## src/rtl/dcache_pkg.sv

```systemverilog
// Shared types and sizing constants for the 4-way write-back data cache controller.
package dcache_pkg;

    localparam int S_OFFSET  = 5;
    localparam int S_INDEX   = 5;
    localparam int NUM_WAYS  = 4;
    localparam int NUM_SETS  = 2 ** S_INDEX;
    localparam int LINE_BITS = 8 * (2 ** S_OFFSET);
    localparam int MASK_BITS = 2 ** S_OFFSET;

    typedef enum logic [2:0] {
        IDLE,
        LOOKUP,
        WRITEBACK,
        ALLOCATE,
        REFILL
    } state_t;

    typedef logic [1:0] way_t;
    typedef logic [2:0] plru_t;

endpackage

```

## src/rtl/dcache_if.sv

```systemverilog
// CPU request/response and physical-memory handshake bundle seen by the cache controller.
interface dcache_if;
    import dcache_pkg::*;

    logic                 mem_read;
    logic                 mem_write;
    logic [MASK_BITS-1:0] mem_byte_enable256;
    logic                 mem_resp;
    logic                 pmem_read;
    logic                 pmem_write;
    logic                 pmem_resp;

    // The controller is the slave of the CPU request and the initiator of pmem traffic.
    modport master (
        output mem_read, mem_write, mem_byte_enable256, pmem_resp,
        input  mem_resp, pmem_read, pmem_write
    );

    modport slave (
        input  mem_read, mem_write, mem_byte_enable256, pmem_resp,
        output mem_resp, pmem_read, pmem_write
    );

endinterface

```

## src/rtl/dcache_plru.sv

```systemverilog
// Combinational tree-PLRU: victim choice from the current bits and the update for a touched way.
module dcache_plru
    import dcache_pkg::*;
(
    input  plru_t lru,
    input  way_t  way,
    output way_t  victim,
    output plru_t set_lru
);

    // lru[0] picks the half, lru[1]/lru[2] pick the way inside the left/right half.
    always_comb begin
        victim = lru[0] ? (lru[2] ? 2'd3 : 2'd2) : (lru[1] ? 2'd1 : 2'd0);
        case (way)
            2'd0:    set_lru = {lru[2], 1'b1, 1'b1};
            2'd1:    set_lru = {lru[2], 1'b0, 1'b1};
            2'd2:    set_lru = {1'b1, lru[1], 1'b0};
            default: set_lru = {1'b0, lru[1], 1'b0};
        endcase
    end

endmodule

```

## src/rtl/dcache_control.sv

```systemverilog
// Sequencing FSM for the 4-way, 32-set, 256-bit-line write-back data cache.
// Define DCACHE_PERF_CNT_EN to add hit/miss/writeback counters.
module dcache_control
    import dcache_pkg::*;
(
    input  logic                 clk,
    input  logic                 rst,
    dcache_if.slave              bus,
    input  logic [NUM_WAYS-1:0]  hit_datapath,
    input  plru_t                lru_output,
    input  logic [NUM_WAYS-1:0]  valid_out,
    input  logic [NUM_WAYS-1:0]  dirty_out,
    output logic                 mem_read_delayed,
    output logic                 mem_write_delayed,
    output logic                 load_lru,
    output plru_t                set_lru,
    output logic [NUM_WAYS-1:0]  load_dirty,
    output logic                 set_dirty,
    output logic [NUM_WAYS-1:0]  load_valid,
    output logic [NUM_WAYS-1:0]  load_tag,
    output logic [NUM_WAYS-1:0]  wren,
    output logic [MASK_BITS-1:0] write_enable_0,
    output logic [MASK_BITS-1:0] write_enable_1,
    output logic [MASK_BITS-1:0] write_enable_2,
    output logic [MASK_BITS-1:0] write_enable_3,
    output logic                 mem_enable_sel
`ifdef DCACHE_PERF_CNT_EN
    ,
    output logic [31:0]          hit_count,
    output logic [31:0]          miss_count,
    output logic [31:0]          wb_count
`endif
);

    state_t               state, state_next;
    way_t                 victim_q, victim_sel, hit_way;
    plru_t                plru_set;
    logic                 hit_any;
    logic                 req_read_q, req_write_q;
    logic [MASK_BITS-1:0] write_mask;

    assign hit_any = |hit_datapath;

    // Lowest-numbered way wins if the datapath ever reports more than one hit.
    always_comb begin
        hit_way = '0;
        for (int w = NUM_WAYS - 1; w >= 0; w--) begin
            if (hit_datapath[w]) hit_way = way_t'(w);
        end
    end

    dcache_plru u_plru (
        .lru     (lru_output),
        .way     (hit_way),
        .victim  (victim_sel),
        .set_lru (plru_set)
    );

    always_ff @(posedge clk or negedge rst) begin
        if (!rst) begin
            state       <= IDLE;
            victim_q    <= '0;
            req_read_q  <= 1'b0;
            req_write_q <= 1'b0;
        end else begin
            state <= state_next;
            if (state == IDLE && (bus.mem_read || bus.mem_write)) begin
                req_write_q <= bus.mem_write;
                req_read_q  <= bus.mem_read & ~bus.mem_write;
            end
            if (state == LOOKUP && !hit_any) victim_q <= victim_sel;
        end
    end

    always_comb begin
        state_next        = state;
        bus.mem_resp      = 1'b0;
        bus.pmem_read     = 1'b0;
        bus.pmem_write    = 1'b0;
        mem_read_delayed  = 1'b0;
        mem_write_delayed = 1'b0;
        load_lru          = 1'b0;
        set_lru           = '0;
        load_dirty        = '0;
        set_dirty         = 1'b0;
        load_valid        = '0;
        load_tag          = '0;
        wren              = '0;
        write_mask        = '0;
        mem_enable_sel    = 1'b0;
        case (state)
            IDLE: begin
                if (bus.mem_read || bus.mem_write) state_next = LOOKUP;
            end
            LOOKUP: begin
                mem_read_delayed  = req_read_q;
                mem_write_delayed = req_write_q;
                if (hit_any) begin
                    bus.mem_resp = 1'b1;
                    load_lru     = 1'b1;
                    set_lru      = plru_set;
                    if (req_write_q) begin
                        wren[hit_way]       = 1'b1;
                        write_mask          = bus.mem_byte_enable256;
                        load_dirty[hit_way] = 1'b1;
                        set_dirty           = 1'b1;
                    end
                    state_next = IDLE;
                end else if (valid_out[victim_sel] && dirty_out[victim_sel]) begin
                    state_next = WRITEBACK;
                end else begin
                    state_next = ALLOCATE;
                end
            end
            WRITEBACK: begin
                bus.pmem_write = 1'b1;
                if (bus.pmem_resp) state_next = ALLOCATE;
            end
            ALLOCATE: begin
                bus.pmem_read  = 1'b1;
                mem_enable_sel = 1'b1;
                // The fill lands the whole line clean; a pending write merges on the re-lookup.
                if (bus.pmem_resp) begin
                    wren[victim_q]       = 1'b1;
                    write_mask           = '1;
                    load_tag[victim_q]   = 1'b1;
                    load_valid[victim_q] = 1'b1;
                    load_dirty[victim_q] = 1'b1;
                    state_next           = REFILL;
                end
            end
            REFILL: begin
                state_next = LOOKUP;
            end
            default: begin
                state_next = IDLE;
            end
        endcase
    end

    assign write_enable_0 = wren[0] ? write_mask : '0;
    assign write_enable_1 = wren[1] ? write_mask : '0;
    assign write_enable_2 = wren[2] ? write_mask : '0;
    assign write_enable_3 = wren[3] ? write_mask : '0;

`ifdef DCACHE_PERF_CNT_EN
    logic after_refill_q;

    // The guaranteed hit that follows a refill belongs to the miss, not to the hit count.
    always_ff @(posedge clk or negedge rst) begin
        if (!rst) begin
            hit_count      <= '0;
            miss_count     <= '0;
            wb_count       <= '0;
            after_refill_q <= 1'b0;
        end else begin
            after_refill_q <= (state == REFILL);
            if (state == LOOKUP && hit_any && !after_refill_q) hit_count <= hit_count + 32'd1;
            if (state == LOOKUP && !hit_any) miss_count <= miss_count + 32'd1;
            if (state == WRITEBACK && bus.pmem_resp) wb_count <= wb_count + 32'd1;
        end
    end
`endif

    a_onehot_hit: assert property (@(posedge clk) disable iff (!rst)
        (state == LOOKUP) |-> $onehot0(hit_datapath));

    a_pmem_excl: assert property (@(posedge clk) disable iff (!rst)
        !(bus.pmem_read && bus.pmem_write));

endmodule

```

## src/flat_wrapper.sv

```systemverilog
// flat-port wrapper written by rule: the top's interface ports become plain ports
module dcache_control_flat import dcache_pkg::*;
  (clk, rst, hit_datapath, lru_output, valid_out, dirty_out, mem_read_delayed, mem_write_delayed, load_lru, set_lru, load_dirty, set_dirty, load_valid, load_tag, wren, write_enable_0, write_enable_1, write_enable_2, write_enable_3, mem_enable_sel, bus_mem_read, bus_mem_write, bus_mem_byte_enable256, bus_pmem_resp, bus_mem_resp, bus_pmem_read, bus_pmem_write);
  dcache_if bus_i ();
  input  logic clk;
  input  logic rst;
  input  logic [NUM_WAYS-1:0] hit_datapath;
  input  plru_t lru_output;
  input  logic [NUM_WAYS-1:0] valid_out;
  input  logic [NUM_WAYS-1:0] dirty_out;
  output logic mem_read_delayed;
  output logic mem_write_delayed;
  output logic load_lru;
  output plru_t set_lru;
  output logic [NUM_WAYS-1:0] load_dirty;
  output logic set_dirty;
  output logic [NUM_WAYS-1:0] load_valid;
  output logic [NUM_WAYS-1:0] load_tag;
  output logic [NUM_WAYS-1:0] wren;
  output logic [MASK_BITS-1:0] write_enable_0;
  output logic [MASK_BITS-1:0] write_enable_1;
  output logic [MASK_BITS-1:0] write_enable_2;
  output logic [MASK_BITS-1:0] write_enable_3;
  output logic mem_enable_sel;
  input wire logic [$bits(bus_i.mem_read)-1:0] bus_mem_read;
  input wire logic [$bits(bus_i.mem_write)-1:0] bus_mem_write;
  input wire logic [$bits(bus_i.mem_byte_enable256)-1:0] bus_mem_byte_enable256;
  input wire logic [$bits(bus_i.pmem_resp)-1:0] bus_pmem_resp;
  output wire logic [$bits(bus_i.mem_resp)-1:0] bus_mem_resp;
  output wire logic [$bits(bus_i.pmem_read)-1:0] bus_pmem_read;
  output wire logic [$bits(bus_i.pmem_write)-1:0] bus_pmem_write;
  assign bus_i.mem_read = bus_mem_read;
  assign bus_i.mem_write = bus_mem_write;
  assign bus_i.mem_byte_enable256 = bus_mem_byte_enable256;
  assign bus_i.pmem_resp = bus_pmem_resp;
  assign bus_mem_resp = bus_i.mem_resp;
  assign bus_pmem_read = bus_i.pmem_read;
  assign bus_pmem_write = bus_i.pmem_write;
  dcache_control u_core (.clk(clk), .rst(rst), .bus(bus_i), .hit_datapath(hit_datapath), .lru_output(lru_output), .valid_out(valid_out), .dirty_out(dirty_out), .mem_read_delayed(mem_read_delayed), .mem_write_delayed(mem_write_delayed), .load_lru(load_lru), .set_lru(set_lru), .load_dirty(load_dirty), .set_dirty(set_dirty), .load_valid(load_valid), .load_tag(load_tag), .wren(wren), .write_enable_0(write_enable_0), .write_enable_1(write_enable_1), .write_enable_2(write_enable_2), .write_enable_3(write_enable_3), .mem_enable_sel(mem_enable_sel));
endmodule
```

## config.mk

```make
export PLATFORM = sky130hd
export DESIGN_NAME = dcache_control_flat
export DESIGN_NICKNAME = d
export VERILOG_FILES = /design/src/rtl/dcache_pkg.sv /design/src/rtl/dcache_if.sv /design/src/rtl/dcache_plru.sv /design/src/rtl/dcache_control.sv /design/src/flat_wrapper.sv
export SDC_FILE = /design/constraint.sdc
export NUM_CORES = 1
export LEC_CHECK = 0
export ABC_AREA = 1
export CORE_AREA = 2 2 74 94
export CTS_BUF_LIST = sky130_fd_sc_hd__clkbuf_4 sky130_fd_sc_hd__clkbuf_8
export DETAILED_ROUTE_END_ITERATION = 8
export DIE_AREA = 0 0 76 96
export PLACE_DENSITY = 0.89
export RECOVER_POWER = 25
export SKIP_CTS_REPAIR_TIMING = 1
export SYNTH_ARGS = -nofsm -noshare
export SYNTH_HDL_FRONTEND = slang
export SYNTH_HIERARCHICAL = 1
export SYNTH_SLANG_ARGS = --single-unit
```

## constraint.sdc

```tcl
create_clock -name clk -period 3.1 [get_ports clk]
set_input_delay 0.775 -clock clk [delete_from_list [all_inputs] [get_ports clk]]
set_output_delay 0.775 -clock clk [all_outputs]
set_load 0.05 [all_outputs]
```

==> results of run 1 <==
per-layer routing:
metal | wire, um | vias up | global-route usage, % | share of wire (%)
met2 | 7890 | 350 | 66.4 | 52
met1 | 4740 | 1789 | 32.0 | 31
met4 | 1170 | 0 | 16.7 | 7.7
met5 | 0 | - | 0 | 0
met3 | 1340 | 108 | 6.94 | 8.8
li1 | - | 1659 | - | -
synth_stat cells:
library cell  count
nor3_1            3
o21ai_4           1
dfrtp_1           7
o21ai_0           6
nand3_4           1
clkbuf_1          2
inv_2             2
buf_6             3
buf_2             6
o21ai_2           1
inv_1           149
nor2_2            1
or2_2             1
nand3_2           1
nand2_2          11
nor2_1           12
a21oi_1           2
buf_1             2
buf_4            20
nand3_1          43
nor2_4            3
nand3b_1          1
nand2_1         178
report_power, final:
| part | internal, mW | switching, mW |
|---|---|---|
| combinational | 1.05 | 1.72 |
| sequential | 0.133 | 0.0730 |
| clock | 0.0983 | 0.0470 |
layout make-up:
type	count	area (um2)
multi-input combinational	265	1220
timing repair buffer	234	3800
tap	87	109
fill	229	484
sequential	7	175
inverter	151	567
clock buffer	4	48.8
registers in the layout, indices dropped and copies added, names as in the netlist:
register,cells
u_core/req_read_q,1
u_core/state,3
u_core/victim_q,2
u_core/req_write_q,1
worst max-delay path, delay by kind of cell:
kind	cells	cell delay [ns]
simple gates	2	0.25
buf+inv	6	1.01
compound gates	1	0.24
cell families after synthesis:
| family | Yosys count | share of synthesized area, % |
|---|---|---|
| AND/OR/NAND/NOR | 255 | 51.4 |
| buffers and inverters | 184 | 37.4 |
| flip-flops | 7 | 8.23 |
| AO/OA/AOI/OAI | 10 | 3.06 |
through the flow:
| stage | instance area, um2 | setup WS (ns) | setup TNS, ns | power [mW] |
|---|---|---|---|---|
| after floorplan | 2130 | 0.255 | 0 | 1.59 |
| after global placement | 5820 | 0.00211 | 0 | 2.61 |
| after detailed placement | 5820 | -0.135 | -6.73 | 2.72 |
| after CTS | 5860 | -0.169 | -8.48 | 2.88 |
| after global routing | 5920 | -0.00162 | -0.00162 | 3.22 |
| final | 5920 | 0.0600 | 0 | 3.12 |
worst min path at each step:
stage / startpoint / endpoint / slack, ns / depth (start not counted)
after global placement: u_core/req_read_q / u_core/req_read_q / 0.51 / 2
after CTS: u_core/req_read_q / u_core/req_read_q / 0.57 / 2
after global routing: u_core/req_read_q / u_core/req_read_q / 0.64 / 2
after detailed placement: u_core/req_read_q / u_core/req_read_q / 0.53 / 2
final: u_core/req_read_q / u_core/req_read_q / 0.64 / 2
after floorplan: rst / u_core/req_read_q / 0.48 / 0
==> impl_results.md, run 1 <==
- Most frequent cells in the layout: 170 x nand2_1, 150 x buf_12, 146 x inv_1, 44 x clkdlybuf4s50_1, 41 x nand3_1
- Synth unique cells: 23
- Syn nets: between 500 and 600
- Final wirelength: about 15000 um
- Most area-hungry cell type in the Yosys netlist: nand2_1
- Num ports: 207
- Initial antenna violation count: 0
- # rows: 33
- Syn avg cell area: 4.67 um2
- Final setup vio count: 0
- Area share of the largest cell type after synthesis: a little under a third
- Max VDD drop: a little under 0.0008 V
- Commonest non-fill, non-tap cell in the layout: nand2_1
- Post-Syn Area: roughly 0.0021 mm2
- Die H: ~96 um
- CP max-delay cell: clkbuf_1
- Period minus WS final: 3.04 ns
- Core area: about 0.0064 mm2
- CP cell instances: dlymetal6s2s_1, buf_4, nand2_1, o21ai_4, clkbuf_16, clkbuf_1, nand2_1, inv_1, buf_12
- Slew Limit Headroom: roughly 57%
- Reg2Reg Depth: 7
- Drt via density: ~5.2
- Worst setup SP type: primary input
- Fmax: ~330 MHz
- Worst reg2reg setup slack: 1.47 ns
- Initial Util: approximately 33%
- GRT Overall Usage: 33.0%
- Routed len/inst: 20.2 um
- Routed via count: approximately 3900
- Clock sinks: 7
- Gpl congestion: approximately 0.86
- PwrDens: between 500 and 600 mW/mm2
- Most frequent CP cell: nand2_1
- Post-synthesis cell count: 456
- Flops & latches, synth: 7
- Worst Path Required: around 2.3 ns
- Hold WC Path Type: reg2reg
- Layout cells sized above 1: a little under a third
- Status: completed
- Crit path capture: write_enable_0[20]
- RR Endpoint: u_core/state[0]
- Worst-path maximum fanout: 5
- Global route overflow: 0
- First-pass detailed-route iteration total: 5
- Area grow syn2layout: 178%
- LEAKAGE: 3.62 nW
- Register area share after synthesis: slightly above 8%
- Top area cells in the synthesized netlist: nand2_1 31%, inv_1 26%, nand3_1 10%
- Critical register-to-register path startpoint: u_core/state[1]
- Largest net degree at the start of global routing: 24
- Chip Width: ~76 um
- Post-DP HPWL: roughly 10000 um
- Htree depth: 1
- Period utilization: roughly 98%
- Final Max Slew Viols: 0
- Die ar.: around 0.0073 mm2
- Critical path's largest stage delay: between 0.2 and 0.3 ns
- Worst endpoint data arrival time: roughly 2.3 ns
- Max_cap viols: 0
- Post-Place Cells: 737
- Worst setup EP type: output pin
- Routed Antenna Nets: 0
- Fin util: between 90 and 100%
- CTS Buffer Depth: 2
- I/O Buffers: slightly above 200
- Hold slack: around 0.64 ns
- Critical path type: in2out
- Cell Count, Final, Fillers Out: between 700 and 800
- Remaining DRCs: 0
- Vias in the first global route: between 3000 and 4000
- CTS root buf: clkbuf_8
- CTS tree: yes
- Yosys warns: 6
- Final hold violations: 0
- Net count, final: between 700 and 800
- CTS clock-pin slew for the worst setup and hold paths: approximately 0.040 ns
- Worst Setup SP: hit_datapath[0]
- Slew @ Worst Pin: 0.654 ns
- Clk_lat worst skew: roughly 0.23 ns
- First-pass GRT wire length: about 19000 um
- Detailed Route Iter0 Violations: approximately 250
- Antenna cells: 0
- Num CTS Buffers: 3
- Skew final: roughly 0.00062 ns
(Power assumes the default switching activity.)
==> inputs of run 2 (changes only) <==
--- a/config.mk
+++ b/config.mk
@@ -6,11 +6,12 @@
 export NUM_CORES = 1
 export LEC_CHECK = 0
 export ABC_AREA = 1
-export CORE_AREA = 2 2 74 94
+export CORE_AREA = 2 2 78 98
 export CTS_BUF_LIST = sky130_fd_sc_hd__clkbuf_4 sky130_fd_sc_hd__clkbuf_8
+export CTS_CLUSTER_DIAMETER = 30
 export DETAILED_ROUTE_END_ITERATION = 8
-export DIE_AREA = 0 0 76 96
-export PLACE_DENSITY = 0.89
+export DIE_AREA = 0 0 80 100
+export PLACE_DENSITY = 0.85
 export RECOVER_POWER = 25
 export SKIP_CTS_REPAIR_TIMING = 1
 export SYNTH_ARGS = -nofsm -noshare
==> constraint.sdc (replaced) <==
create_clock -name clk -period 2.8 [get_ports clk]
set_input_delay 0.7 -clock clk [delete_from_list [all_inputs] [get_ports clk]]
set_output_delay 0.7 -clock clk [all_outputs]
set_load 0.05 [all_outputs]
==> run 2 against run 1 <==
Compared with the run above:
- the flow now finishes with violations (setup timing)
- critical path depth is 3 higher
- total power grew 19%
- global-route usage decreased by 3.3 points
- register-to-register slack got worse by 0.18 ns
- sequential power decreased by 2%
- sequential cell count unchanged
- via count fell by 1.4%
- clock power up 4%
- combinational power up 21%
- sequential share of layout area is 0.20 points lower
- final cell count increased by 3.5%
- design area is 7.4% higher
==> impl_results.md, run 2 (synthesis gave the netlist of run 1 again) <==
- Post-DP HPWL: around 10000 um
- Period utilization: 103%
- Initial Util: about 30%
- Max reg flops: 3
- Final Max Slew Viols: 0
- Num ports: 207
- # rows: 35
- # fillers: 321
- Most frequent cells in the layout: 163 x buf_12, 157 x nand2_1, 108 x inv_1, 47 x clkdlybuf4s50_1, 43 x inv_2
- Most flop-heavy register: u_core/state
- Skew final: ~0.0019 ns
- Critical path type: in2out
- Area grow syn2layout: 198%
- Gpl congestion: ~0.85
- LEAKAGE: about 3.7 nW
- Routed via count: approximately 3900
- Slew @ Worst Pin: approximately 0.51 ns
- Final hold violations: 0
- Net count, final: roughly 740
- Num CTS Buffers: 3
- PwrDens: ~580 mW/mm2
- Detailed Route Iter0 Violations: 229
- Clk_lat worst skew: approximately 0.23 ns
- Max_cap viols: 0
- Routed len/inst: approximately 19 um
- Final wirelength: roughly 15000 um
- Remaining DRCs: 0
- Chip Width: about 80 um
- Routed Antenna Nets: 0
- Vias in the first global route: between 3000 and 4000
- Max VDD drop: roughly 0.0006 V
- Clock sinks: 7
- Die ar.: about 0.0080 mm2
- CTS Buffer Depth: 2
- Final setup vio count: 6
- First-pass detailed-route iteration total: 5
- First-pass GRT wire length: around 19000 um
- Worst setup EP type: output pin
- CTS clock-pin slew for the worst setup and hold paths: 0.04 ns
- Commonest non-fill, non-tap cell in the layout: buf_12
- Initial antenna violation count: 0
- Core area: about 0.0072 mm2
- Status: finished, violations left
- Largest net degree at the start of global routing: 35
- Drt via density: 4.97
- CTS tree: yes
- Biggest regs: u_core/state x3, u_core/victim_q x2
- Slew Limit Headroom: between 60 and 70%
- Global route overflow: 0
- Fmax: about 350 MHz
- Htree depth: 1
- GRT Overall Usage: about 30%
- I/O Buffers: roughly 210
- CTS root buf: clkbuf_8
- Worst endpoint data arrival time: roughly 2.2 ns
- Worst-path maximum fanout: 6
- Period minus WS final: between 2 and 3 ns
- Hold WC Path Type: reg2reg
- Die H: approximately 100 um
- Fin util: 88.5%
- Worst Path Required: about 2.1 ns
- Worst setup SP type: primary input
- Worst setup margin: -0.0772 ns
- Layout cells sized above 1: 43.1%
- Hold slack: 0.529 ns
- Failing checks: setup timing
- Antenna cells: 0
-- run 2: changes by cell type in the layout (fill, tap and decap cells not counted), moves of 10 or more --
| cell | change |
|---|---|
| clkbuf_1 | -10 |
| buf_12 | +13 |
| inv_2 | +38 |
| inv_1 | -38 |
| buf_4 | +14 |
| nand2_1 | -13 |
| nand2_2 | +14 |
-- run 2: cell type report --
type | count | area (um2) | area share (%)
Sequential cell | 7 | 175 | 2.76
Tap cell | 92 | 115 | 1.81
Multi-Input combinational cell | 265 | 1240 | 19.5
Inverter | 151 | 567 | 8.92
Clock buffer | 4 | 48.8 | 0.768
Timing Repair Buffer | 255 | 4210 | 66.3
-- run 2: power by group --
part | internal, mW | leakage (nW) | total [mW] | switching, mW
Clock | 0.108 | 0.0262 | 0.151 | 0.0427
Sequential | 0.147 | 0.0860 | 0.202 | 0.0547
Combinational | 1.40 | 3.60 | 3.36 | 1.96
Total | 1.66 | 3.71 | 3.71 | 2.06
-- run 2: final timing paths --
kind / from / to / slack (ns) / cells past startpoint
worst max register to register: u_core/state[1] / u_core/state[0] / 1.29 / 8
worst min-delay path: u_core/req_read_q / u_core/req_read_q / 0.53 / 2
worst max-delay path: hit_datapath[3] / write_enable_0[16] / -0.08 / 12
max in group asynchronous: rst / u_core/victim_q[0] / 1.73 / 1
worst min register to register: u_core/req_read_q / u_core/req_read_q / 0.53 / 2
min in group asynchronous: rst / u_core/state[0] / 0.82 / 1
-- run 2: routing by layer --
layer  up-vias  part of all wire (%)  global-route usage [%]
met1      1759                    32                    29.2
met2       284                    52                    56.2
met4         0                   8.0                    15.0
met3        99                   8.3                    7.19
met5         -                     0                       0
li1       1708                     -                       -
-- run 2: through the flow --
step	total power, mW	instance area, um2	std cells	setup WS (ns)	setup TNS (ns)
after floorplan	1.76	2130	456	0.105	0
after global placement	2.93	5900	747	-0.219	-17.15
after detailed placement	3.06	5900	747	-0.338	-28.69
after CTS	3.23	5950	751	-0.341	-29.52
after global routing	3.85	6350	774	-0.137	-1.62
final	3.71	6350	774	-0.0772	-0.128
-- run 2: critical path: stages --
cell	delay, ns
dlymetal6s2s_1	0.13
nor2_2	0.07
nand2_1	0.09
inv_1	0.08
nor2_4	0.14
buf_12	0.15
buf_12	0.12
nand3_1	0.12
nand2_2	0.16
nand2_1	0.12
inv_1	0.14
buf_12	0.15
